[config.mk]
export PLATFORM = sky130hd
export DESIGN_NAME = bin2bcd_sequencer_flat
export DESIGN_NICKNAME = d
export VERILOG_FILES = /design/src/rtl/bin2bcd_pkg.sv /design/src/rtl/bin2bcd_sequencer_if.sv /design/src/rtl/bin2bcd_sequencer_adj3.sv /design/src/rtl/bin2bcd_sequencer.sv /design/src/flat_wrapper.sv
export SDC_FILE = /design/constraint.sdc
export NUM_CORES = 1
export LEC_CHECK = 0
export BUFFER_PORTS_ARGS = -buffer_cell sky130_fd_sc_hd__buf_2
export CAP_MARGIN = 20
export CORE_MARGIN = 5
export CORE_UTILIZATION = 50
export DETAILED_ROUTE_END_ITERATION = 8
export HOLD_SLACK_MARGIN = 0.05
export MAX_ROUTING_LAYER = met4
export PLACE_DENSITY = 0.79
export SETUP_SLACK_MARGIN = 0.2
export SLEW_MARGIN = 25
export SYNTH_ARGS = -nofsm -noshare
export SYNTH_HDL_FRONTEND = slang
export SYNTH_SLANG_ARGS = --single-unit
[constraint.sdc]
create_clock -name clk -period 1.5 [get_ports clk]
set_clock_uncertainty 0.1 [all_clocks]
set_input_delay 0.3 -clock clk [delete_from_list [all_inputs] [get_ports clk]]
set_output_delay 0.3 -clock clk [all_outputs]
set_load 0.02 [all_outputs]
[src/rtl/bin2bcd_pkg.sv]
// Shared types and constants for the sequenced
// binary-to-BCD converter.
package bin2bcd_pkg;

  typedef enum logic [1:0] {
    IDLE,
    CONV,
    DONE
  } bcd_state_t;

  typedef logic [3:0] bcd_digit_t;

  localparam bcd_digit_t BCD_ADJ_THRESHOLD = 4'd5;

endpackage

[src/rtl/bin2bcd_sequencer_if.sv]
// Operand/result handshake bundle for bin2bcd_sequencer.
// master = producer/consumer side, slave = converter.
interface bin2bcd_sequencer_if #(
  parameter int binaryNumberWidth = 32,
  parameter int numberOfDigits    = 10
);
  import bin2bcd_pkg::*;

  logic                         in_valid;
  logic                         in_ready;
  logic [binaryNumberWidth-1:0] binaryNumber;
  logic                         out_valid;
  logic                         out_ready;
  bcd_digit_t [numberOfDigits-1:0] BinaryDecimal;
  logic                         overflow;
  logic                         busy;

  modport master (
    output in_valid,
    output binaryNumber,
    output out_ready,
    input  in_ready,
    input  out_valid,
    input  BinaryDecimal,
    input  overflow,
    input  busy
  );

  modport slave (
    input  in_valid,
    input  binaryNumber,
    input  out_ready,
    output in_ready,
    output out_valid,
    output BinaryDecimal,
    output overflow,
    output busy
  );

endinterface

[src/rtl/bin2bcd_sequencer_adj3.sv]
// Double-dabble digit correction: add 3 to a
// BCD digit of 5 or more before it is doubled.
module bcd_digit_adj3
  import bin2bcd_pkg::*;
(
  input  bcd_digit_t i_digit,
  output bcd_digit_t o_digit
);

  assign o_digit = (i_digit >= BCD_ADJ_THRESHOLD)
                 ? i_digit + 4'd3
                 : i_digit;

endmodule

[src/rtl/bin2bcd_sequencer.sv]
// Sequenced double-dabble converter, one operand
// bit per clock, valid/ready on both sides.
module bin2bcd_sequencer
  import bin2bcd_pkg::*;
#(
  parameter int binaryNumberWidth = 32,
  parameter int numberOfDigits    = 10
) (
  input logic clk,
  input logic rst_n,
  bin2bcd_sequencer_if.slave bus
);

  localparam int W  = binaryNumberWidth;
  localparam int D  = numberOfDigits;
  localparam int CW = $clog2(W);
  localparam int N  = 4 * D + W;

  bcd_state_t           r_state;
  bcd_state_t           w_next;
  logic [CW-1:0]        r_cnt;
  logic [W-1:0]         r_shreg;
  bcd_digit_t [D-1:0]   r_acc;
  logic                 r_ovf;

  bcd_digit_t [D-1:0]   w_adj;
  logic [N-1:0]         w_cat;
  logic [N-1:0]         w_shl;
  logic                 w_accept;

  for (genvar g = 0; g < D; g++) begin : g_adj
    bcd_digit_adj3 u_adj (
      .i_digit (r_acc[g]),
      .o_digit (w_adj[g])
    );
  end

  assign w_cat = {w_adj, r_shreg};
  assign w_shl = {w_cat[N-2:0], 1'b0};

  assign bus.in_ready = (r_state == IDLE) ||
                        ((r_state == DONE) && bus.out_ready);
  assign w_accept     = bus.in_valid && bus.in_ready;

  always_comb begin
    w_next = r_state;
    unique case (r_state)
      IDLE: if (bus.in_valid) w_next = CONV;
      CONV: if (r_cnt == '0)  w_next = DONE;
      DONE: if (bus.out_ready)
              w_next = bus.in_valid ? CONV : IDLE;
      default: w_next = IDLE;
    endcase
  end

  always_ff @(posedge clk or negedge rst_n) begin
    if (!rst_n) begin
      r_state <= IDLE;
    end else begin
      r_state <= w_next;
    end
  end

  always_ff @(posedge clk or negedge rst_n) begin
    if (!rst_n) begin
      r_cnt   <= '0;
      r_shreg <= '0;
      r_acc   <= '0;
      r_ovf   <= 1'b0;
    end else if (w_accept) begin
      r_cnt   <= CW'(W - 1);
      r_shreg <= bus.binaryNumber;
      r_acc   <= '0;
      r_ovf   <= 1'b0;
    end else if (r_state == CONV) begin
      r_shreg <= w_shl[W-1:0];
      r_acc   <= w_shl[N-1:W];
      // a carry out of the top digit is one lost 10^D
      if (w_cat[N-1]) r_ovf <= 1'b1;
      if (r_cnt != '0) r_cnt <= r_cnt - 1'b1;
    end
  end

  assign bus.out_valid     = (r_state == DONE);
  assign bus.busy          = (r_state == CONV);
  assign bus.BinaryDecimal = r_acc;
  assign bus.overflow      = r_ovf;

endmodule

[src/flat_wrapper.sv]
// flat-port wrapper written by rule: the top's interface ports become plain ports
module bin2bcd_sequencer_flat import bin2bcd_pkg::*;
#(
  parameter int binaryNumberWidth = 32,
  parameter int numberOfDigits    = 10
)
  (clk, rst_n, bus_in_valid, bus_binaryNumber, bus_out_ready, bus_in_ready, bus_out_valid, bus_BinaryDecimal, bus_overflow, bus_busy);
  bin2bcd_sequencer_if #(.binaryNumberWidth(binaryNumberWidth), .numberOfDigits(numberOfDigits)) bus_i ();
  input logic clk;
  input logic rst_n;
  input wire logic [$bits(bus_i.in_valid)-1:0] bus_in_valid;
  input wire logic [$bits(bus_i.binaryNumber)-1:0] bus_binaryNumber;
  input wire logic [$bits(bus_i.out_ready)-1:0] bus_out_ready;
  output wire logic [$bits(bus_i.in_ready)-1:0] bus_in_ready;
  output wire logic [$bits(bus_i.out_valid)-1:0] bus_out_valid;
  output wire logic [$bits(bus_i.BinaryDecimal)-1:0] bus_BinaryDecimal;
  output wire logic [$bits(bus_i.overflow)-1:0] bus_overflow;
  output wire logic [$bits(bus_i.busy)-1:0] bus_busy;
  assign bus_i.in_valid = bus_in_valid;
  assign bus_i.binaryNumber = bus_binaryNumber;
  assign bus_i.out_ready = bus_out_ready;
  assign bus_in_ready = bus_i.in_ready;
  assign bus_out_valid = bus_i.out_valid;
  assign bus_BinaryDecimal = bus_i.BinaryDecimal;
  assign bus_overflow = bus_i.overflow;
  assign bus_busy = bus_i.busy;
  bin2bcd_sequencer #(.binaryNumberWidth(binaryNumberWidth), .numberOfDigits(numberOfDigits)) u_core (.clk(clk), .rst_n(rst_n), .bus(bus_i));
endmodule
==> key figures, run 1 <==
Clock network
  – Total CTS buffers: 9
  – Clock slew at reported path FFs: roughly 0.090 ns
  – Max clock buf depth: 2
  – Maximum level of the CTS H-tree: 3
  – CTS tree: done
  – Clock Tree Root: clkbuf_8
  – Worst-Skew Late Latency: 0.35 ns
  – Sink Count: 80

Final layout
  – Layout Cells excl Fill: 646
  – Commonest non-fill, non-tap cell in the layout: buf_6
  – Diodes inserted: 0
  – Syn-to-layout area delta: 74.5%
  – Final #Nets: between 500 and 600
  – Layout cell share with drive strength beyond 1: around 72%
  – Multi-input logic area: approximately 2800 um2
  – FF+latch area: 2050 um2
  – Fillers: 344
  – Most frequent cells in the layout: buf_6, buf_4, dfrtp_2

Floorplanning
  – Initial core utilization: 50.4%
  – Die X: between 100 and 150 um
  – Site Rows: 33
  – Core area: 8090 um2
  – Die Height: 100 um
  – Die area: 10100 um2
  – Io pins: 80

Timing
  – Slew margin rel.: 74.2%
  – Unrepaired setup endpoints after global routing: yes
  – Final number of hold-violating endpoints: 0
  – Crit path time final: 1.72 ns
  – Peak Freq: 582 MHz
  – Setup TNS: -11.55 ns
  – Fin worst setup slack: -0.218 ns
  – Worst Tran Pin Value: 0.387 ns
  – Final setup viols: 81
  – Slew Viols, Final: 0
  – Fin crit share: 115%

Drt
  – 1st-iter DRT viols: 137
  – Vias after detailed routing: 3797
  – Drt first pass iters: 5
  – Final WL: between 10 and 15 mm
  – Wire per inst: 22.2 um
  – Antenna Nets Post-Route: 0
  – Drt via density: 5.88
  – DRC: 0

Placement
  – I/O Buffers: 79
  – Detailed placement HPWL: 6.94 mm
  – Placed cell count: 572
  – Gpl congestion: 0.773

Yosys
  – Post-Syn Area: 4080 um2
  – #FFs+latches synth: 80
  – Synth Net Count: approximately 440
  – Syn Inst Count: 381
  – Synthesis Warnings: 0
  – Ys async rst share: 100%
  – Unique cell type count in the Yosys netlist: 35
  – Seq/Total Area, Yosys: 49.1%
  – Main synth FF type: dfrtp_1
  – Average cell area after synthesis: 10.7 um2
  – Number of synthesized flops with an enable pin: 0

Worst hold path
  – Hold Path Class: in2reg

Worst setup path
  – Setup CP Type: reg2reg
  – Worst endpoint required time: 1.63 ns
  – Setup crit start kind: register
  – Worst reg2reg startpoint: u_core.r_state[1]$_DFFE_PN0P_
  – R2R cell count: 7
  – Crit end category: register
  – Worst flop-to-flop path endpoint: u_core.r_shreg[10]$_DFFE_PN0P_
  – Worst setup path end: u_core.r_shreg[10]$_DFFE_PN0P_
  – Worst R2R Setup Slack: -0.22 ns
  – Critical Path AT: between 1.5 and 2 ns
  – Critical Path Fanout Max: 8
  – Critical Path Start: u_core.r_state[1]$_DFFE_PN0P_

Power
  – Logic gate share of total power: 65.9%
  – Net Sw Frac: 43.4%
  – Sequential power share: 23.5%
  – VDD IR max: roughly 1.6 mV
  – Internal power: 10.7 mW
  – P_sw: 8.22 mW
  – Pwr Density: 2660 nW/um2
  – Static leakage: 3.21 nW
  – Clock network power share: 10.6%

Global route
  – Grt total ovfl: 0
  – Global Route Usage Sum: 26.3%
  – Largest net degree at the start of global routing: 31
  – Vias in the first global route: 3888
  – First-pass GRT wire length: 19.9 mm
  – Initial antenna violation count: 0

Job
  – Max Cap Viol: 0

Status
  – Failing checks: setup timing
  – Status: complete, but fails checks
==> power by group through the flow <==
| stage | sequential [mW] | combinational, mW | clock [mW] |
|---|---|---|---|
| 5_1_grt | 4.55 | 13.2 | 2.12 |
| 2_1_floorplan | 4.79 | 5.49 | 0 |
| 4_1_cts | 4.18 | 10.5 | 2.01 |
| 6_report | 4.45 | 12.5 | 2.02 |
| 3_5_place_dp | 4.36 | 7.88 | 0 |
| 3_3_place_gp | 4.30 | 7.53 | 0 |
==> worst max-delay path: stages, from the launching register on <==
cell	delay [ns]
dfrtp_1	0.41
nor2b_4	0.17
buf_6	0.11
o31a_1	0.34
buf_12	0.19
buf_16	0.15
nand2_2	0.07
nand2_2	0.06
==> final cells by class <==
class | count | area share [%]
Tap cell | 105 | 1.85
Clock buffer | 11 | 2.13
Multi-Input combinational cell | 256 | 39.9
Timing Repair Buffer | 164 | 23.9
Inverter | 25 | 1.88
Sequential cell | 80 | 28.8
Clock inverter | 5 | 1.44
==> timing repair <==
item / CTS / global route
hold endpoints to repair: 24 / 1
gates resized for setup: 158 / 110
hold buffers: 2 / 1
pin swaps: 17 / 33
cloned: 6 / 4
setup buffers: 37 / 8
endpoints found under the setup margin: 124 / 124
==> how the worst min path moves through the flow <==
stage                                    start                                  endpoint  slack (ns)  cells past startpoint
after floorplan                          rst_n   u_core.bus.BinaryDecimal[0]$_DFFE_PN0P_        -0.1                      0
after global placement                   rst_n  u_core.bus.BinaryDecimal[23]$_DFFE_PN0P_        0.15                      1
after detailed placement                 rst_n  u_core.bus.BinaryDecimal[21]$_DFFE_PN0P_        0.15                      1
after CTS                 bus_binaryNumber[29]            u_core.r_shreg[29]$_DFFE_PN0P_        0.05                      3
after global routing      bus_binaryNumber[19]            u_core.r_shreg[19]$_DFFE_PN0P_        0.05                      3
final                     bus_binaryNumber[19]            u_core.r_shreg[19]$_DFFE_PN0P_        0.05                      3
==> registers in the layout, summed over array words and instances, names as in the netlist <==
name,count
u_core.r_state,2
u_core.bus.BinaryDecimal,40
u_core.r_shreg,32
u_core.bus.overflow,1
u_core.r_cnt,5
==> through the flow <==
step           power, mW  hold slack (ns)  worst slack, ns  util [%]  cell area (um2)
5_1_grt             19.9           0.0459           -0.263      88.0             7120
2_1_floorplan       10.3          -0.0956          -0.0503         -             4670
4_1_cts             16.7           0.0523           -0.169      80.6             6520
3_5_place_dp        12.2            0.150          -0.0934      65.3             5290
6_report            19.0           0.0517           -0.218      88.0             7120
3_3_place_gp        11.8            0.145          -0.0444      65.3             5290
==> layer usage <==
| layer | routed length (um) | GRT usage [%] | vias to the layer above | part of all wire (%) |
|---|---|---|---|---|
| met5 | 0 | - | - | 0 |
| met4 | 459 | 9.22 | 0 | 3.2 |
| met3 | 874 | 4.86 | 39 | 6.1 |
| met2 | 7830 | 44.5 | 170 | 55 |
| met1 | 5150 | 31.4 | 1902 | 36 |
| li1 | - | - | 1686 | - |
==> cell families (layout without fill, tap and decap cells) <==
family / count (synthesis) / in the layout / share of synthesized area [%]
buffers and inverters: 45 / 205 / 6.75
multiplexers: 11 / 11 / 2.70
AND/OR/NAND/NOR: 92 / 92 / 10.0
AO/OA/AOI/OAI: 112 / 112 / 20.8
adder cells (fa/ha/maj): 21 / 21 / 6.44
XOR/XNOR: 20 / 20 / 4.29
flip-flops: 80 / 80 / 49.1
==> cell usage after synthesis, drive strengths merged (2+ instances only) <==
library cell	count	area, um2
dfrtp	80	2000
nand2	71	269
a22oi	30	225
inv	25	96.4
ha	21	263
buf	20	179
o31ai	13	111
o21ai	12	60.1
a21oi	11	55.1
mux2i	11	110
nand2b	11	68.8
xnor2	11	96.3
a22o	10	87.6
a32o	10	100
o22ai	10	62.6
o32ai	9	78.8
xor2	9	78.8
nor3	3	20.0
nor2	2	7.51
o211ai	2	15.0
o2bb2ai	2	17.5
Power figures use the tool's default switching activity.
==> inputs of run 2 (changes only) <==
--- a/config.mk
+++ b/config.mk
@@ -8,11 +8,12 @@
 export BUFFER_PORTS_ARGS = -buffer_cell sky130_fd_sc_hd__buf_2
 export CAP_MARGIN = 20
 export CORE_MARGIN = 5
-export CORE_UTILIZATION = 50
+export CORE_UTILIZATION = 52
+export CTS_BUF_LIST = sky130_fd_sc_hd__clkbuf_8
 export DETAILED_ROUTE_END_ITERATION = 8
 export HOLD_SLACK_MARGIN = 0.05
 export MAX_ROUTING_LAYER = met4
-export PLACE_DENSITY = 0.79
+export PLACE_DENSITY = 0.82
 export SETUP_SLACK_MARGIN = 0.2
 export SLEW_MARGIN = 25
 export SYNTH_ARGS = -nofsm -noshare
==> key figures, run 2 (synthesized netlist as in run 1, its figures left out) <==
Timing
  – Final setup viols: 82 (+1.2%)
  – Slew Viols, Final: 0 (unchanged)
  – Fin crit share: 116% (+1.5 points)
  – Final number of hold-violating endpoints: 0 (unchanged)
  – Fin worst setup slack: -0.241 ns (-0.0223 ns)
  – Crit path time final: 1.74 ns (+0.0223 ns)
  – Unrepaired setup endpoints after global routing: yes
  – Worst Tran Pin Value: 0.341 ns (-0.0460 ns)
  – Peak Freq: 575 MHz (-1.3%)
  – Slew margin rel.: 77.1% (+2.9 points)

Placement
  – Placed cell count: 574 (+0.35%)
  – Dpl cell area: 5320 um2 (+0.64%)
  – Detailed placement HPWL: 6.91 mm (-0.51%)
  – I/O Buffers: 79 (unchanged)
  – Gpl congestion: 0.785 (+1.6%)
  – Post-place setup slack: -0.107 ns (-0.0141 ns)

Drt
  – DRC: 0 (unchanged)
  – Drt via density: 6.31 (+7.4%)
  – Vias after detailed routing: 4216 (+11%)
  – Wire per inst: 25.5 um (+15%)
  – Antenna Nets Post-Route: 0 (unchanged)
  – 1st-iter DRT viols: 330 (+140%)
  – Drt first pass iters: 6 (+1)
  – Final WL: 17.0 mm (+19%)

Worst hold path
  – Hold Path Class: in2reg

Clock network
  – Maximum level of the CTS H-tree: 3 (unchanged)
  – Max clock buf depth: 2 (unchanged)
  – Sink Count: 80 (unchanged)
  – CTS tree: done
  – Worst-Skew Late Latency: 0.37 ns (+0.02 ns)
  – Clock slew at reported path FFs: 0.09 ns (about the same)
  – Total CTS buffers: 9 (unchanged)
  – Clock Tree Root: clkbuf_8

Power
  – VDD IR max: 1.70 mV (+3.4%)
  – Pwr Density: 2690 nW/um2 (+1.1%)
  – Static leakage: 3.29 nW (+2.5%)

Worst setup path
  – Setup crit start kind: register
  – Crit end category: register
  – Worst endpoint required time: 1.66 ns (+0.03 ns)
  – Critical Path Fanout Max: 8 (unchanged)
  – Critical Path AT: 1.90 ns (+0.05 ns)
  – Setup CP Type: reg2reg

Job
  – Max Cap Viol: 0 (unchanged)

Final layout
  – Multi-input logic area: 2820 um2 (-0.75%)
  – Commonest non-fill, non-tap cell in the layout: buf_6
  – Most frequent cells in the layout: buf_6, buf_4, dfrtp_1
  – Diodes inserted: 0 (unchanged)
  – Final #Nets: 618 (+4.2%)
  – Layout cell share with drive strength beyond 1: 69.6% (-2.8 points)
  – FF+latch area: 2050 um2 (-0.12%)
  – Finished Cell Area: 7250 um2 (+1.8%)
  – Fillers: 203 (-41%)
  – Layout Cells excl Fill: 668 (+3.4%)
  – Largest register FFs: 40 (unchanged)
  – Syn-to-layout area delta: 77.6%

Global route
  – Initial antenna violation count: 0 (unchanged)
  – Grt total ovfl: 0 (unchanged)
  – First-pass GRT wire length: 22.7 mm (+14%)
  – Largest net degree at the start of global routing: 29 (-6.5%)
  – Vias in the first global route: 4232 (+8.8%)
  – Global Route Usage Sum: 30.6% (+4.4 points)

Status
  – Status: complete, but fails checks
  – Failing checks: setup timing

Floorplanning
  – Initial core utilization: 53.1% (+2.7 points)
  – Io pins: 80 (unchanged)
  – Core area: 7690 um2 (-5.0%)
  – Site Rows: 32 (-3.0%)
  – Die area: 9720 um2 (-3.5%)
  – Die X: 98.6 um (-1.7%)
  – Die Height: 98.6 um (-1.7%)
run 2: timing repair:
| action | 4_1_cts | 5_1_grt |
|---|---|---|
| resized for setup | 161 | 101 |
| hold buffers | 12 | 1 |
| setup endpoints to repair | 124 | 124 |
| hold endpoints to repair | 82 | 1 |
| cloned | 7 | 0 |
| pin swaps | 10 | 44 |
| setup buffers | 44 | 14 |
run 2: power breakdown:
group          leakage [nW]  internal, mW  total (mW)  switching [mW]
logic                  2.24          6.56        13.2            6.63
clock network         0.112         0.927        1.81           0.886
registers             0.945          3.28        4.51            1.23
total                  3.29          10.8        19.5            8.74
run 2: stage by stage:
stage / TNS, ns / hold WS (ns) / power (mW) / util (%)
after global placement: -0.0360 / 0.122 / 11.9 / 69.2
after CTS: -6.75 / 0.0507 / 16.9 / 87.6
final: -12.08 / 0.0535 / 19.5 / 94.3
after floorplan: -0.0503 / -0.0956 / 10.3 / -
after global routing: -14.13 / 0.0596 / 20.4 / 94.3
after detailed placement: -0.259 / 0.120 / 12.3 / 69.2
run 2: critical path, cell delays in order, from the launching register on:
cell	delay (ns)
dfrtp_1	0.40
nor2b_4	0.14
buf_6	0.12
o31a_4	0.40
buf_12	0.16
buf_16	0.15
nand2_1	0.09
nand2_1	0.06
run 2: path summary, 6_finish.rpt:
path	start	end	slack (ns)	cells past startpoint
max	u_core.r_state[1]$_DFFE_PN0P_	u_core.r_shreg[22]$_DFFE_PN0P_	-0.24	7
min	bus_binaryNumber[7]	u_core.r_shreg[7]$_DFFE_PN0P_	0.05	3
max reg2reg	u_core.r_state[1]$_DFFE_PN0P_	u_core.r_shreg[22]$_DFFE_PN0P_	-0.24	7
min reg2reg	u_core.r_shreg[6]$_DFFE_PN0P_	u_core.r_shreg[6]$_DFFE_PN0P_	0.43	2
max in group asynchronous	rst_n	u_core.bus.BinaryDecimal[2]$_DFFE_PN0P_	0.50	3
min in group asynchronous	rst_n	u_core.bus.BinaryDecimal[7]$_DFFE_PN0P_	0.31	2
run 2: final cells by class:
type / instances / area share, %
Clock inverter: 7 / 1.23
Inverter: 25 / 1.78
Timing Repair Buffer: 189 / 26.3
Clock buffer: 9 / 1.71
Sequential cell: 80 / 28.3
Tap cell: 102 / 1.76
Multi-Input combinational cell: 256 / 38.9
run 2: layer usage:
metal | routed length, um | track usage, % | vias to the layer above
met5 | 0 | - | -
met4 | 1040 | 12.8 | 0
li1 | - | - | 1742
met2 | 8910 | 53.4 | 283
met3 | 1160 | 6.09 | 93
met1 | 5900 | 34.2 | 2098
==> inputs of run 3 (changes only) <==
--- a/config.mk
+++ b/config.mk
@@ -8,12 +8,11 @@
 export BUFFER_PORTS_ARGS = -buffer_cell sky130_fd_sc_hd__buf_2
 export CAP_MARGIN = 20
 export CORE_MARGIN = 5
-export CORE_UTILIZATION = 52
-export CTS_BUF_LIST = sky130_fd_sc_hd__clkbuf_8
+export CORE_UTILIZATION = 50
 export DETAILED_ROUTE_END_ITERATION = 8
 export HOLD_SLACK_MARGIN = 0.05
 export MAX_ROUTING_LAYER = met4
-export PLACE_DENSITY = 0.82
+export PLACE_DENSITY = 0.79
 export SETUP_SLACK_MARGIN = 0.2
 export SLEW_MARGIN = 25
 export SYNTH_ARGS = -nofsm -noshare
==> constraint.sdc (replaced) <==
create_clock -name clk -period 1.5 [get_ports clk]
set_clock_uncertainty 0.1 [all_clocks]
set_input_delay 0.3 -clock clk [delete_from_list [all_inputs] [get_ports clk]]
set_output_delay 0.3 -clock clk [all_outputs]
set_load 0.01 [all_outputs]
==> key figures, run 3 (synthesized netlist as in run 1, its figures left out) <==
Drt
  – Drt via density: 5.79 (-8.3%)
  – 1st-iter DRT viols: 162 (-51%)
  – Drt first pass iters: 4 (-2)
  – Final WL: 13.4 mm (-21%)
  – Vias after detailed routing: 3912 (-7.2%)
  – Antenna Nets Post-Route: 0 (unchanged)
  – DRC: 0 (unchanged)
  – Wire per inst: 19.8 um (-22%)

Worst setup path
  – CP Depth: 5 (-2)
  – Critical Path Fanout Max: 6 (-2)
  – Worst flop-to-flop path endpoint: u_core.bus.BinaryDecimal[10]$_DFFE_PN0P_
  – Worst endpoint required time: 1.66 ns (about the same)
  – Worst reg2reg startpoint: u_core.r_state[1]$_DFFE_PN0P_
  – Top delay family on crit path: compound AO/OA/AOI/OAI gates
  – Crit end category: register
  – Worst R2R Setup Slack: -0.17 ns (+0.07 ns)
  – R2R cell count: 5 (-2)
  – Worst path slowest cell: dfrtp_1
  – Buffers and inverters on the worst path: 2 (-1)
  – Setup CP Type: reg2reg
  – Critical Path AT: 1.83 ns (-0.07 ns)
  – CP Cell Sequence: nor2b_4 -> buf_4 -> o31a_2 -> buf_6 -> a22o_1
  – Setup crit start kind: register
  – Max incr delay on CP: 0.40 ns (about the same)
  – Critical Path Start: u_core.r_state[1]$_DFFE_PN0P_

Final layout
  – Syn-to-layout area delta: 66.5%
  – Final #Nets: 623 (+0.81%)
  – Finished Cell Area: 6800 um2 (-6.2%)
  – Diodes inserted: 0 (unchanged)
  – Multi-input logic area: 2560 um2 (-9.2%)
  – Most frequent cells in the layout: buf_4, nand2_1, dfrtp_1
  – Largest register FFs: 40 (unchanged)
  – Layout cell share with drive strength beyond 1: 59.5% (-10 points)
  – Fillers: 414 (+100%)
  – Commonest non-fill, non-tap cell in the layout: buf_4
  – FF+latch area: 2040 um2 (-0.61%)

Clock network
  – CTS tree: done
  – Max clock buf depth: 2 (unchanged)
  – Clock Tree Root: clkbuf_8
  – Sink Count: 80 (unchanged)
  – Worst-Skew Late Latency: 0.37 ns (about the same)
  – Total CTS buffers: 9 (unchanged)
  – Maximum level of the CTS H-tree: 3 (unchanged)
  – Clock slew at reported path FFs: 0.10 ns (about the same)

Global route
  – Met1 Usage GRT: 28.9% (-5.3 points)
  – Global Route met3 Usage: 5.70% (-0.39 points)
  – GRT busiest layer: met2
  – Largest net degree at the start of global routing: 38 (+31%)
  – Grt total ovfl: 0 (unchanged)
  – Initial antenna violation count: 0 (unchanged)
  – Global Route Usage Sum: 26.3% (-4.4 points)
  – Met2 usage: 46.4% (-7.0 points)
  – First-pass GRT wire length: 20.3 mm (-11%)
  – Vias in the first global route: 4132 (-2.4%)

Status
  – Failing checks: setup timing
  – Status: complete, but fails checks

Timing
  – Worst Tran Pin Value: 0.404 ns (+0.0626 ns)
  – Slew Viols, Final: 0 (unchanged)
  – Fin worst setup slack: -0.175 ns (+0.0658 ns)
  – Unrepaired setup endpoints after global routing: yes
  – Final setup viols: 71 (-13%)
  – Crit path time final: 1.67 ns (-0.0658 ns)
  – Setup TNS: -7.38 ns (+4.70 ns)
  – Worst hold slack: 0.0533 ns (-0.000247 ns)
  – Slew margin rel.: 72.8% (-4.2 points)
  – Peak Freq: 597 MHz (+3.9%)
  – Fin crit share: 112% (-4.4 points)
  – Final number of hold-violating endpoints: 0 (unchanged)

Worst hold path
  – Hold Path Class: in2reg
  – Hold path startpoint: bus_binaryNumber[20]
  – Hold endpoint: u_core.r_shreg[20]$_DFFE_PN0P_
  – Hold depth: 3 (unchanged)

Power
  – VDD IR max: 1.22 mV (-28%)
  – Pwr Density: 2450 nW/um2 (-8.9%)
  – Static leakage: 3.04 nW (-7.8%)

Floorplanning
  – Die X: 100 um (+1.8%)
  – Io pins: 80 (unchanged)
  – Core area: 8090 um2 (+5.3%)
  – Die Height: 100 um (+1.8%)
  – Initial core utilization: 50.4% (-2.7 points)
  – Die area: 10100 um2 (+3.6%)
  – Site Rows: 33 (+3.1%)

Job
  – Max Cap Viol: 0 (unchanged)

Placement
  – I/O Buffers: 79 (unchanged)
  – Dpl cell area: 5310 um2 (-0.21%)
  – Gpl congestion: 0.807 (+2.8%)
  – Detailed placement HPWL: 7.09 mm (+2.7%)
==> run 3: area by class of cell <==
type / count / area share, %
tap: 105 / 1.93
clock buffer: 9 / 1.82
clock inverter: 7 / 1.16
sequential: 80 / 30.0
timing repair buffer: 194 / 25.8
inverter: 25 / 1.53
multi-input combinational: 256 / 37.7
==> run 3: worst register-to-register path, stage by stage, from the launching register on <==
cell and delay (ns):
dfrtp_1 0.40, nor2b_4 0.14, buf_4 0.14, o31a_2 0.39, buf_6 0.18, a22o_1 0.22
==> run 3: metal layers <==
layer	vias to the layer above	routed length, um	part of all wire [%]
li1	1751	-	-
met2	156	7360	55
met4	0	391	2.9
met5	-	0	0
met3	41	764	5.7
met1	1964	4860	36
==> run 3: worst max-delay path by stage <==
stage                                                    end  slack, ns
finish              u_core.bus.BinaryDecimal[10]$_DFFE_PN0P_      -0.17
global route                  u_core.r_shreg[21]$_DFFE_PN0P_      -0.23
CTS                                             bus_in_ready      -0.14
detailed placement               u_core.r_cnt[0]$_DFFE_PN0P_      -0.11
global placement                 u_core.r_cnt[0]$_DFFE_PN0P_      -0.04
floorplan                        u_core.r_cnt[0]$_DFFE_PN0P_      -0.05
==> run 3: per-stage QoR <==
stage | instances | setup WS (ns) | power [mW] | util [%]
floorplan | 381 | -0.0503 | 9.79 | -
global placement | 582 | -0.0408 | 11.5 | 65.6
detailed placement | 582 | -0.109 | 11.9 | 65.6
CTS | 658 | -0.137 | 15.4 | 79.8
global route | 676 | -0.233 | 17.6 | 84.0
finish | 676 | -0.175 | 16.7 | 84.0
==> run 3: what timing repair did <==
action                                  CTS  global route
hold buffers                             15             1
endpoints found under the setup margin  124           124
pin swaps                                25            26
cloned                                    2             4
resized for setup                       100            27
setup buffers                            43            13
hold endpoints to repair                 94             1
==> run 3: power breakdown <==
group          internal (mW)  switching (mW)
clock network          0.787           0.916
logic                   5.63            5.16
registers               3.25           0.914
